### src/rtl/lcd_pkg.sv
// Shared HD44780 bus definitions for the LCD status reader and writer:
// FSM states, RS/RW encodings and the busy-flag/address-counter nibble layout.
package lcd_pkg;

  typedef enum logic [2:0] {
    ST_IDLE,
    ST_SETUP,
    ST_HI1,
    ST_LO1,
    ST_HI2,
    ST_LO2,
    ST_DONE
  } lcd_state_e;

  localparam logic LCD_RS_CMD   = 1'b0;
  localparam logic LCD_RS_DATA  = 1'b1;
  localparam logic LCD_RW_WRITE = 1'b0;
  localparam logic LCD_RW_READ  = 1'b1;

  // First nibble carries BF in DB7 and AC[6:4] in DB6..DB4; second nibble is AC[3:0].
  localparam int LCD_BF_BIT   = 3;
  localparam int LCD_AC_HI_W  = 3;
  localparam int LCD_AC_LO_W  = 4;
  localparam int LCD_AC_W     = LCD_AC_HI_W + LCD_AC_LO_W;

  function automatic int lcd_max3(input int a, input int b, input int c);
    int m;
    m = (a > b) ? a : b;
    return (m > c) ? m : c;
  endfunction

endpackage

### src/rtl/lcd_phase_timer.sv
// Loadable down-counter timing one bus phase; expire_o is high on the
// last cycle of the loaded interval.
module lcd_phase_timer #(
  parameter int W = 2
) (
  input  logic         clock,
  input  logic         ResetN,
  input  logic         load_i,
  input  logic [W-1:0] load_val_i,
  output logic         expire_o
);

  logic [W-1:0] cnt_q, cnt_d;

  always_comb begin
    cnt_d = cnt_q;
    if (load_i)            cnt_d = load_val_i;
    else if (cnt_q != '0)  cnt_d = cnt_q - 1'b1;
  end

  always_ff @(posedge clock or negedge ResetN) begin
    if (!ResetN) cnt_q <= '0;
    else         cnt_q <= cnt_d;
  end

  assign expire_o = (cnt_q == '0);

endmodule

### src/rtl/lcd_status_reader.sv
// Reads HD44780 BF/AC over the 4-bit bus as two E-strobed nibbles; in wait
// mode re-reads (without a new setup phase) until BF clears or the poll limit.
module lcd_status_reader
  import lcd_pkg::*;
#(
  parameter int SETUP_CYCLES  = 1,
  parameter int E_HIGH_CYCLES = 1,
  parameter int E_LOW_CYCLES  = 1,
  parameter int MAX_POLLS     = 255
) (
  input  logic       clock,
  input  logic       ResetN,
  input  logic       Start,
  input  logic       WaitReady,
  output logic       Busy,
  output logic       Done,
  output logic       BusyFlag,
  output logic [6:0] AddrCounter,
  output logic       Timeout,
  output logic       LCDE,
  output logic       LCDRS,
  output logic       LCDRW,
  input  logic [3:0] LCDATIn,
  output logic       LCDATDrive
);

  localparam int TW = $clog2(lcd_max3(SETUP_CYCLES, E_HIGH_CYCLES, E_LOW_CYCLES) + 1);

  lcd_state_e state_q, state_d;
  logic                   wait_q, wait_d;
  logic [7:0]             polls_q, polls_d;
  logic                   bf_q, bf_d;
  logic [LCD_AC_HI_W-1:0] ac_hi_q, ac_hi_d;
  logic [LCD_AC_LO_W-1:0] ac_lo_q, ac_lo_d;

  logic                   e_q, e_d, rw_q, rw_d, busy_q, busy_d, done_q, done_d;
  logic                   bf_out_q, bf_out_d, to_q, to_d;
  logic [LCD_AC_W-1:0]    ac_out_q, ac_out_d;

  logic          tmr_load, tmr_expire;
  logic [TW-1:0] tmr_val;

  lcd_phase_timer #(.W(TW)) u_timer (
    .clock      (clock),
    .ResetN     (ResetN),
    .load_i     (tmr_load),
    .load_val_i (tmr_val),
    .expire_o   (tmr_expire)
  );

  always_comb begin
    state_d = state_q;
    wait_d  = wait_q;
    polls_d = polls_q;
    bf_d    = bf_q;
    ac_hi_d = ac_hi_q;
    ac_lo_d = ac_lo_q;
    unique case (state_q)
      ST_IDLE: if (Start) begin
        state_d = ST_SETUP;
        wait_d  = WaitReady;
        polls_d = '0;
      end
      ST_SETUP: if (tmr_expire) state_d = ST_HI1;
      ST_HI1: if (tmr_expire) begin
        bf_d    = LCDATIn[LCD_BF_BIT];
        ac_hi_d = LCDATIn[LCD_AC_HI_W-1:0];
        state_d = ST_LO1;
      end
      ST_LO1: if (tmr_expire) state_d = ST_HI2;
      ST_HI2: if (tmr_expire) begin
        ac_lo_d = LCDATIn;
        state_d = ST_LO2;
      end
      // Polling loops straight back to HI1: RW stays asserted, so no re-setup.
      ST_LO2: if (tmr_expire) begin
        if (wait_q && bf_q && ({1'b0, polls_q} + 9'd1 < 9'(MAX_POLLS))) begin
          polls_d = polls_q + 8'd1;
          state_d = ST_HI1;
        end else begin
          state_d = ST_DONE;
        end
      end
      ST_DONE: state_d = ST_IDLE;
      default: state_d = ST_IDLE;
    endcase
  end

  always_comb begin
    tmr_load = (state_d != state_q);
    tmr_val  = '0;
    unique case (state_d)
      ST_SETUP:       tmr_val = TW'(SETUP_CYCLES - 1);
      ST_HI1, ST_HI2: tmr_val = TW'(E_HIGH_CYCLES - 1);
      ST_LO1, ST_LO2: tmr_val = TW'(E_LOW_CYCLES - 1);
      default:        tmr_val = '0;
    endcase
  end

  // Bus and handshake outputs are decoded from the next state and registered.
  always_comb begin
    e_d      = (state_d == ST_HI1) || (state_d == ST_HI2);
    rw_d     = (state_d != ST_IDLE) && (state_d != ST_DONE);
    busy_d   = (state_d != ST_IDLE);
    done_d   = (state_d == ST_DONE);
    bf_out_d = bf_out_q;
    ac_out_d = ac_out_q;
    to_d     = to_q;
    if (state_d == ST_DONE && state_q != ST_DONE) begin
      bf_out_d = bf_q;
      ac_out_d = {ac_hi_q, ac_lo_q};
      to_d     = wait_q && bf_q;
    end
  end

  always_ff @(posedge clock or negedge ResetN) begin
    if (!ResetN) begin
      state_q  <= ST_IDLE;
      wait_q   <= 1'b0;
      polls_q  <= '0;
      bf_q     <= 1'b0;
      ac_hi_q  <= '0;
      ac_lo_q  <= '0;
      e_q      <= 1'b0;
      rw_q     <= LCD_RW_WRITE;
      busy_q   <= 1'b0;
      done_q   <= 1'b0;
      bf_out_q <= 1'b0;
      ac_out_q <= '0;
      to_q     <= 1'b0;
    end else begin
      state_q  <= state_d;
      wait_q   <= wait_d;
      polls_q  <= polls_d;
      bf_q     <= bf_d;
      ac_hi_q  <= ac_hi_d;
      ac_lo_q  <= ac_lo_d;
      e_q      <= e_d;
      rw_q     <= rw_d ? LCD_RW_READ : LCD_RW_WRITE;
      busy_q   <= busy_d;
      done_q   <= done_d;
      bf_out_q <= bf_out_d;
      ac_out_q <= ac_out_d;
      to_q     <= to_d;
    end
  end

  assign Busy        = busy_q;
  assign Done        = done_q;
  assign BusyFlag    = bf_out_q;
  assign AddrCounter = ac_out_q;
  assign Timeout     = to_q;
  assign LCDE        = e_q;
  assign LCDRS       = LCD_RS_CMD;
  assign LCDRW       = rw_q;
  assign LCDATDrive  = ~rw_q;

endmodule

### config.mk
export PLATFORM = sky130hd
export DESIGN_NAME = lcd_status_reader
export DESIGN_NICKNAME = d
export VERILOG_FILES = /design/src/rtl/lcd_pkg.sv /design/src/rtl/lcd_phase_timer.sv /design/src/rtl/lcd_status_reader.sv
export SDC_FILE = /design/constraint.sdc
export NUM_CORES = 1
export LEC_CHECK = 0
export BUFFER_PORTS_ARGS = -buffer_cell sky130_fd_sc_hd__buf_4
export CAP_MARGIN = 20
export CORE_UTILIZATION = 50
export DETAILED_ROUTE_END_ITERATION = 12
export PLACE_DENSITY = 0.71
export SKIP_CTS_REPAIR_TIMING = 1
export SKIP_LAST_GASP = 1
export SYNTH_ARGS = -nofsm -noshare
export SYNTH_HDL_FRONTEND = slang
export SYNTH_HIERARCHICAL = 1
export SYNTH_SLANG_ARGS = --single-unit
### constraint.sdc
create_clock -name clock -period 2.47 [get_ports clock]
set_input_delay 0.1235 -clock clock [delete_from_list [all_inputs] [get_ports clock]]
set_output_delay 0.1235 -clock clock [all_outputs]
set_load 0.05 [all_outputs]
**Word-level counts from Yosys, hierarchy flattened**

Index checks and enable logic that the tools add are counted.

- Input port bits: 8
- Bits in registers: 34

- Reductions and logical operators: 12
- Magnitude comparators: 1
- Add/subtract/negate cells: 3
- Equality and inequality tests: 14
- Mux-type cells: 15
- Bitwise operators: 2

Operators by type and width:

| kind | count |
|---|---|
| $mux 8 | 3 |
| $mux 3 | 7 |
| $pmux 3 s6 | 1 |
| $pmux 8 s2 | 1 |
| $eq 3x3->1 const B | 4 |
| $add 8x1->9 const B | 1 |
| $eq 3x2->1 const B | 3 |
| $lt 9x8->1 const B | 1 |
| $add 8x1->8 const B | 1 |
| $ne 2x2->1 const B | 3 |
| $ne 3x3->1 const B | 2 |
| $reduce_and 2->1 | 3 |
| $logic_and 1x1->1 | 4 |
| $reduce_and 4->1 | 1 |
| $eq 3x1->1 const B | 1 |
| $logic_not 3->1 | 1 |
| $mux 1 | 3 |
| $ne 3x3->1 | 1 |
| $reduce_bool 3->1 | 1 |
| $not 1->1 | 2 |
| $reduce_bool 2->1 | 1 |
| $logic_or 1x1->1 | 1 |
| $sub 1x1->1 const B | 1 |

**Logic depth before layout (Yosys ltp)**

Gate-level depths: netlist of run 1.

- Depth in word-level cells: 9
- Depth in mapped cells: 7

**By module**

The synthesis of run 1 kept the hierarchy.

By module, submodules not included:

| module | area an instance (um^2) | cells each | sequential area each (um^2) | times used |
|---|---|---|---|---|
| lcd_status_reader | 1,557.7 | 142 | 825.8 | 1 |
| lcd_phase_timer | 35.0 | 3 | 25.0 | 1 |

**Worst setup path before layout of run 1**

OpenSTA, ideal clock, no wires.

- Path kind: register to register
- Start: reg polls_q[0]
- End: reg polls_q[0]
- Stages on the path, launching flop included: 7
- Period minus slack after synthesis: 2.056 ns
- Arrival: 1.935 ns
- Setup slack: 0.414 ns
- Setup time: 0.121 ns
- Path through: dfrtp_1 > ha_1 > nor2b_1 > maj3_1 > a21oi_1 > o22ai_1 > a22o_1

- Word-level cells in the longest chain between the ends: 5

Ends and longest elaborated chain:

| item | RTL line | RTL |
|---|---|---|
| from (decl) | lcd_status_reader.sv:31 | `logic [7:0] polls_q, polls_d;` |
| from (signal assigned) | lcd_status_reader.sv:134 | `polls_q <= polls_d;` |
| $add 8x1->9 | lcd_status_reader.sv:77 | `if (wait_q && bf_q && ({1'b0, polls_q} + 9'd1 < 9'(MAX_POLLS))) begin` |
| $lt 9x8->1 | lcd_status_reader.sv:77 |  |
| $logic_and 1x1->1 | lcd_status_reader.sv:77 |  |
| $ne 2x2->1 (no line) | -- |  |
| $reduce_and 4->1 (no line) | -- |  |

Several ways; a longest one is shown, not always the timed one. The select of a mux whose other input is x is not followed.
A chain may end at the register's enable or synchronous reset.

**Worst setup path in the final report of run 1**

- Start: reg polls_q[0]
- End: reg ac_out_q[1] (netlist: AddrCounter[1])

- Word-level cells in the longest chain between the ends: 8

Ends and longest elaborated chain:

| item | RTL line | RTL |
|---|---|---|
| $add 8x1->9 | lcd_status_reader.sv:77 |  |
| $lt 9x8->1 | lcd_status_reader.sv:77 |  |
| $logic_and 1x1->1 | lcd_status_reader.sv:77 |  |
| $mux 3 | lcd_status_reader.sv:77 |  |
| $mux 3 | lcd_status_reader.sv:76 | `ST_LO2: if (tmr_expire) begin` |
| $pmux 3 s6 | lcd_status_reader.sv:58 | `unique case (state_q)` |
| $eq 3x3->1 | -- |  |
| via done_d | lcd_status_reader.sv:36 | `logic e_q, e_d, rw_q, rw_d, busy_q, busy_d, done_q, done_d;` |
| $logic_and 1x1->1 | lcd_status_reader.sv:109 | `if (state_d == ST_DONE && state_q != ST_DONE) begin` |
| to (signal assigned) | lcd_status_reader.sv:143 | `ac_out_q <= ac_out_d;` |
| to (decl) | lcd_status_reader.sv:38 | `logic [LCD_AC_W-1:0] ac_out_q, ac_out_d;` |

The timed path passes the listed nets, and every way through them passes these cells.

==> results.json, run 1 <==
{
  "cts.htree.levels": 2,
  "rows": 20,
  "cp_max_fo": 9,
  "worst_setup_hold_path_clk_slew_ns": 0.11,
  "first_global_vias": 1119,
  "drive_above_1_share_pct": 28.7,
  "worstSetupEndpointType": "flop",
  "global_route_wire_length_before_repair_mm": 5.24,
  "cts.root.buffer_cell": "clkbuf_4",
  "floorplan.die.width_um": 58.4,
  "design_power_mw": 2.37,
  "fmax_mhz": 454,
  "via_per_inst": 5.36,
  "chipHeight_um": 58.4,
  "critPathLaunchType": "flop",
  "fin_setup_tns_ns": 0,
  "avgRoutedWirePerCell_um": 13.9,
  "run_status": "finished clean",
  "pin_count_of_the_biggest_net_entering_global_routing": 35,
  "vias": 1169,
  "timing.critical_path.arrival_ns": 2.43,
  "num-nets-final": 182,
  "synth_top_cell_area_share_pct": 53.4,
  "static_leakage_power_nw": 0.886,
  "place.detailed.hpwl_mm": 2.19,
  "maxCapViolCount": 0,
  "worstHoldPathCells": 2,
  "synthesis.instances": 145,
  "stdcell_count": 218,
  "antenna_left": 0,
  "yosys_warnings": 6,
  "initial_utilization_pct": 52.6,
  "timing.final.setup_violations": 0,
  "synth_top_area_cell": "dfrtp_1",
  "synth_area_sq_um": 1590,
  "most_frequently_used_cell_type_in_the_post_synthesis_netlist": "dfrtp_1",
  "synth.yosys.seq_area_share_pct": 53.4,
  "port_buffers": 21,
  "routabilityCongestion": 0.798,
  "crit_required_ns": 2.69,
  "ys_seq_elements": 34,
  "initialDrtViolationCount": 39,
  "grt_overflow": 0,
  "globalRouteTotalUtil_pct": 20.9,
  "final_period_minus_worst_setup_slack_ns": 2.20,
  "post_synth_edffs": 0,
  "final-max-slew-violation-count": 0,
  "worstSkewPairLatency_ns": 0.34,
  "finalHoldViolations": 0,
  "timing.hold.worst.class": "input pin to flop",
  "synthDistinctLibCells": 43,
  "antenna_found_initial": 0,
  "finalCritPeriodShare_pct": 89.1,
  "clock_skew_ns": 0.0121,
  "synth-async-reset-ratio_pct": 100,
  "placedCellCount": 207,
  "drt_pre_antenna_iters": 4,
  "tritoncts": "done",
  "top_post_synthesis_cells_by_area": "dfrtp_1 (53%), mux2_2 (11%), a21oi_1 (2.5%)",
  "worst-setup-path-type": "flop to flop",
  "max_ir_drop_vdd_v": 0.000643,
  "clock_sinks": 34,
  "flow.area_growth_from_synthesis_pct": 20.0,
  "cts_inserted_buffers": 5,
  "synthFlopType": "dfrtp_1",
  "rsz_0062_raised_after_global_routing": "no",
  "cts_buffer_depth": 2,
  "core_footprint_sq_um": 3030,
  "floorplan.die_area_sq_um": 3420,
  "pwr_density_cell_nw_per_um2": 1240,
  "ioPinCount": 23,
  "synth_common_cells": "dfrtp_1 (34), mux2_2 (15), nand2_1 (10)",
  "drt_wl_total_mm": 3.03,
  "synthesis.area_per_instance_sq_um": 11.0,
  "worst_r2r_path_depth": 6,
  "n_antenna_cell": 0,
  "final_routed_drc_violation_total": 0
}
layout make-up:
cell class / instances / area, sq um
clock inverters: 3 / 45.0
inverters: 5 / 18.8
clock buffers: 5 / 37.5
fillers: 266 / 1120
repair buffers: 28 / 218
multi-input cells: 99 / 686
well taps: 44 / 55.1
flip-flops and latches: 34 / 851
placed cells by master, fill, tap and decap left out, drive strengths merged, types with 2 or more instances in the layout:
master       count
a32o             2
clkinvlp         2
buf             25
nor2             9
nand3            4
inv              5
nand2           10
o21ai            6
nand4            2
a31oi            4
nand3b           3
mux2            15
clkbuf           5
and3             2
dfrtp           34
conb             2
and2             2
o21a             2
a21oi            8
dlygate4sd3      3
nor2b            2
nor3             4
o22ai            2
path summary, 6_finish.rpt:
check | startpoint | endpoint | slack (ns)
setup / recovery | polls_q[0]$_DFFE_PN0P_ | AddrCounter[1]$_DFFE_PN0P_ | 0.27
hold / removal | LCDATIn[2] | ac_hi_q[2]$_DFFE_PN0P_ | 0.02
setup reg to reg | polls_q[0]$_DFFE_PN0P_ | AddrCounter[1]$_DFFE_PN0P_ | 0.27
hold reg to reg | polls_q[7]$_DFFE_PN0P_ | polls_q[7]$_DFFE_PN0P_ | 0.50
max in group asynchronous | ResetN | AddrCounter[5]$_DFFE_PN0P_ | 1.92
min in group asynchronous | ResetN | BusyFlag$_DFFE_PN0P_ | 0.25
where the power goes:
part | switching [mW] | internal [mW] | total [mW] | leakage [nW]
combinational | 0.641 | 0.405 | 1.05 | 0.419
clock | 0.190 | 0.212 | 0.403 | 0.0374
sequential | 0.160 | 0.757 | 0.917 | 0.430
total | 0.992 | 1.37 | 2.37 | 0.886
critical path, cell delays in order, from the launching register on:
cell and delay (ns):
dfrtp_1 0.43, ha_1 0.33, nor2b_1 0.15, maj3_1 0.40, a21oi_1 0.31, nor2_2 0.17
mux2_2 0.30
registers in the layout (all words and copies together), names as in the netlist:
register,cells
AddrCounter,7
Busy,1
BusyFlag,1
Done,1
LCDE,1
LCDRW,1
Timeout,1
ac_hi_q,3
ac_lo_q,4
bf_q,1
polls_q,8
state_q,3
u_timer/cnt_q,1
wait_q,1
logic make-up after synthesis:
family	share of synthesized area, %
mux	10.6
simple gates	15.5
xor+xnor	0.550
flops	53.4
buf+inv	3.77
compound gates	14.5
other cells	0.235
fa+ha+maj	1.41
stage by stage:
stage / area, sq um / utilization, % / hold slack [ns] / worst slack (ns)
detailed placement: 1800 / 59.4 / 0.0900 / 0.292
global placement: 1800 / 59.4 / 0.0864 / 0.371
finish: 1910 / 63.1 / 0.0198 / 0.268
global route: 1910 / 63.1 / 0.00232 / 0.141
floorplan: 1600 / - / -0.172 / 0.414
CTS: 1880 / 62.1 / -0.292 / 0.272
per-layer routing:
metal  vias to the layer above  global-route usage, %  routed length [um]
met5                         -                      0                   0
met4                         0                   8.16                  53
met3                         7                   7.03                 108
met2                        21                   33.0                1440
met1                       560                   26.8                1430
li1                        581                      -                   -
Note: power is estimated with default switching activity, not from simulation.
==> run 2, diff against run 1 <==
Settings changed: CORE_ASPECT_RATIO set to 1.5.
==> run 2 against run 1 <==
  * Final area is 0.46% higher
  * First-iteration DRC count is 46% lower
  * Cell count is 2.8% lower
  * Largest cell class unchanged
  * Highest routed layer unchanged
  * Total power is 3.5% higher
  * Combinational power about the same
  * Die area increased by 0.14%
  * Sequential cell count is the same
  * Sequential share of layout area shrank 0.20 points
==> results.json, run 2 (synthesized netlist as in run 1, its figures left out) <==
{
  "registers.top_by_ff_count": "polls_q",
  "final.fill_count": 226,
  "antenna_left": 0,
  "chipHeight_um": 71.1,
  "critPathLaunchType": "flop",
  "final_routed_drc_violation_total": 0,
  "floorplan.die.width_um": 48.1,
  "tritoncts": "done",
  "crit-reg2reg-launch": "polls_q[0]$_DFFE_PN0P_",
  "worst_r2r_path_depth": 6,
  "routabilityCongestion": 0.818,
  "final_period_minus_worst_setup_slack_ns": 2.16,
  "mostFrequentLayoutCells": "dfrtp_1 (34), buf_4 (26), mux2_2 (15), nand2_1 (10)",
  "sequential_area_sq_um": 851,
  "stdcell_count": 212,
  "initial_utilization_pct": 53.6,
  "core_footprint_sq_um": 2970,
  "finalCritPeriodShare_pct": 87.5,
  "run_status": "finished clean",
  "finalHoldViolations": 0,
  "mostFrequentLayoutCell": "dfrtp_1",
  "largest_reg_flops": 8,
  "pwr_density_cell_nw_per_um2": 1280,
  "holdWs_ns": 0.0474,
  "cts_inserted_buffers": 5,
  "maxCapViolCount": 0,
  "worstSetupEndpointType": "flop",
  "crit_required_ns": 2.64,
  "max_ir_drop_vdd_v": 0.000936,
  "cts.htree.levels": 2,
  "avgRoutedWirePerCell_um": 14.9,
  "global_route_wire_length_before_repair_mm": 5.16,
  "ioPinCount": 23,
  "vias": 1207,
  "postLayoutSetupSlackWorst_ns": 0.308,
  "worstSkewPairLatency_ns": 0.28,
  "r2r_setup_slack_ns": 0.31,
  "design_power_mw": 2.45,
  "final_cell_area_sq_um": 1920,
  "num-nets-final": 181,
  "drt_pre_antenna_iters": 4,
  "drive_above_1_share_pct": 29.5,
  "static_leakage_power_nw": 0.902,
  "timing.hold.worst.class": "input pin to flop",
  "rsz_0062_raised_after_global_routing": "no",
  "first_global_vias": 1173,
  "dpl-instance-area_sq_um": 1800,
  "placedCellCount": 203,
  "fmax_mhz": 463,
  "port_buffers": 21,
  "timing.final.setup_violations": 0,
  "critPathLaunch": "polls_q[0]$_DFFE_PN0P_",
  "place_worst_setup_slack_ns": 0.324,
  "final-max-slew-violation-count": 0,
  "rows": 24,
  "hold_path_startpoint": "WaitReady",
  "clock_skew_ns": 0.00443,
  "critical_path.reg2reg.endpoint": "AddrCounter[4]$_DFFE_PN0P_",
  "initialDrtViolationCount": 21,
  "via_per_inst": 5.69,
  "drt_wl_total_mm": 3.16,
  "utilization_pct": 64.6,
  "timing.critical_path.arrival_ns": 2.33,
  "n_antenna_cell": 0,
  "pin_count_of_the_biggest_net_entering_global_routing": 35,
  "crit_end": "AddrCounter[4]$_DFFE_PN0P_",
  "clock_sinks": 34,
  "multi_input_comb_area_sq_um": 686,
  "globalRouteTotalUtil_pct": 21.6,
  "worst_setup_hold_path_clk_slew_ns": 0.07,
  "grt_overflow": 0,
  "worst-setup-path-type": "flop to flop",
  "antenna_found_initial": 0,
  "fin_setup_tns_ns": 0,
  "cp_max_fo": 9,
  "floorplan.die_area_sq_um": 3420,
  "flow.area_growth_from_synthesis_pct": 20.5,
  "place.detailed.hpwl_mm": 2.30,
  "cts.root.buffer_cell": "clkbuf_8",
  "cts_buffer_depth": 2
}
## run 2: worst max-delay path: stages, from the launching register on
cell and delay [ns]:
dfrtp_1 0.43, ha_1 0.32, nor2b_1 0.14, maj3_1 0.41
a21oi_1 0.29, nor2_2 0.16, mux2_2 0.30
## run 2: power breakdown
group / switching [mW] / internal [mW]
Clock: 0.192 / 0.281
Combinational: 0.649 / 0.412
Sequential: 0.156 / 0.760
Total: 0.997 / 1.45
## run 2: how the worst min path moves through the flow
stage,cells after the start,end,slack (ns)
after floorplan,0,AddrCounter[0]$_DFFE_PN0P_,-0.17
after global placement,1,LCDE$_DFF_PN0_,0.09
after detailed placement,1,polls_q[7]$_DFFE_PN0P_,0.1
after CTS,1,polls_q[3]$_DFFE_PN0P_,-0.21
after global routing,3,wait_q$_DFFE_PN0P_,0.07
final,3,wait_q$_DFFE_PN0P_,0.05
## run 2: layer usage
metal / up-vias / track usage [%] / wire (um)
met5: - / 0 / 0
met4: 0 / 9.26 / 62
met3: 8 / 6.12 / 107
met2: 26 / 34.8 / 1620
met1: 598 / 25.8 / 1370
li1: 575 / - / -
## run 2: area by class of cell
class	instances	area share, %
timing repair buffer	27	10.7
tap	39	2.54
multi-input combinational	99	35.7
clock buffer	8	5.74
sequential	34	44.3
inverter	5	0.978
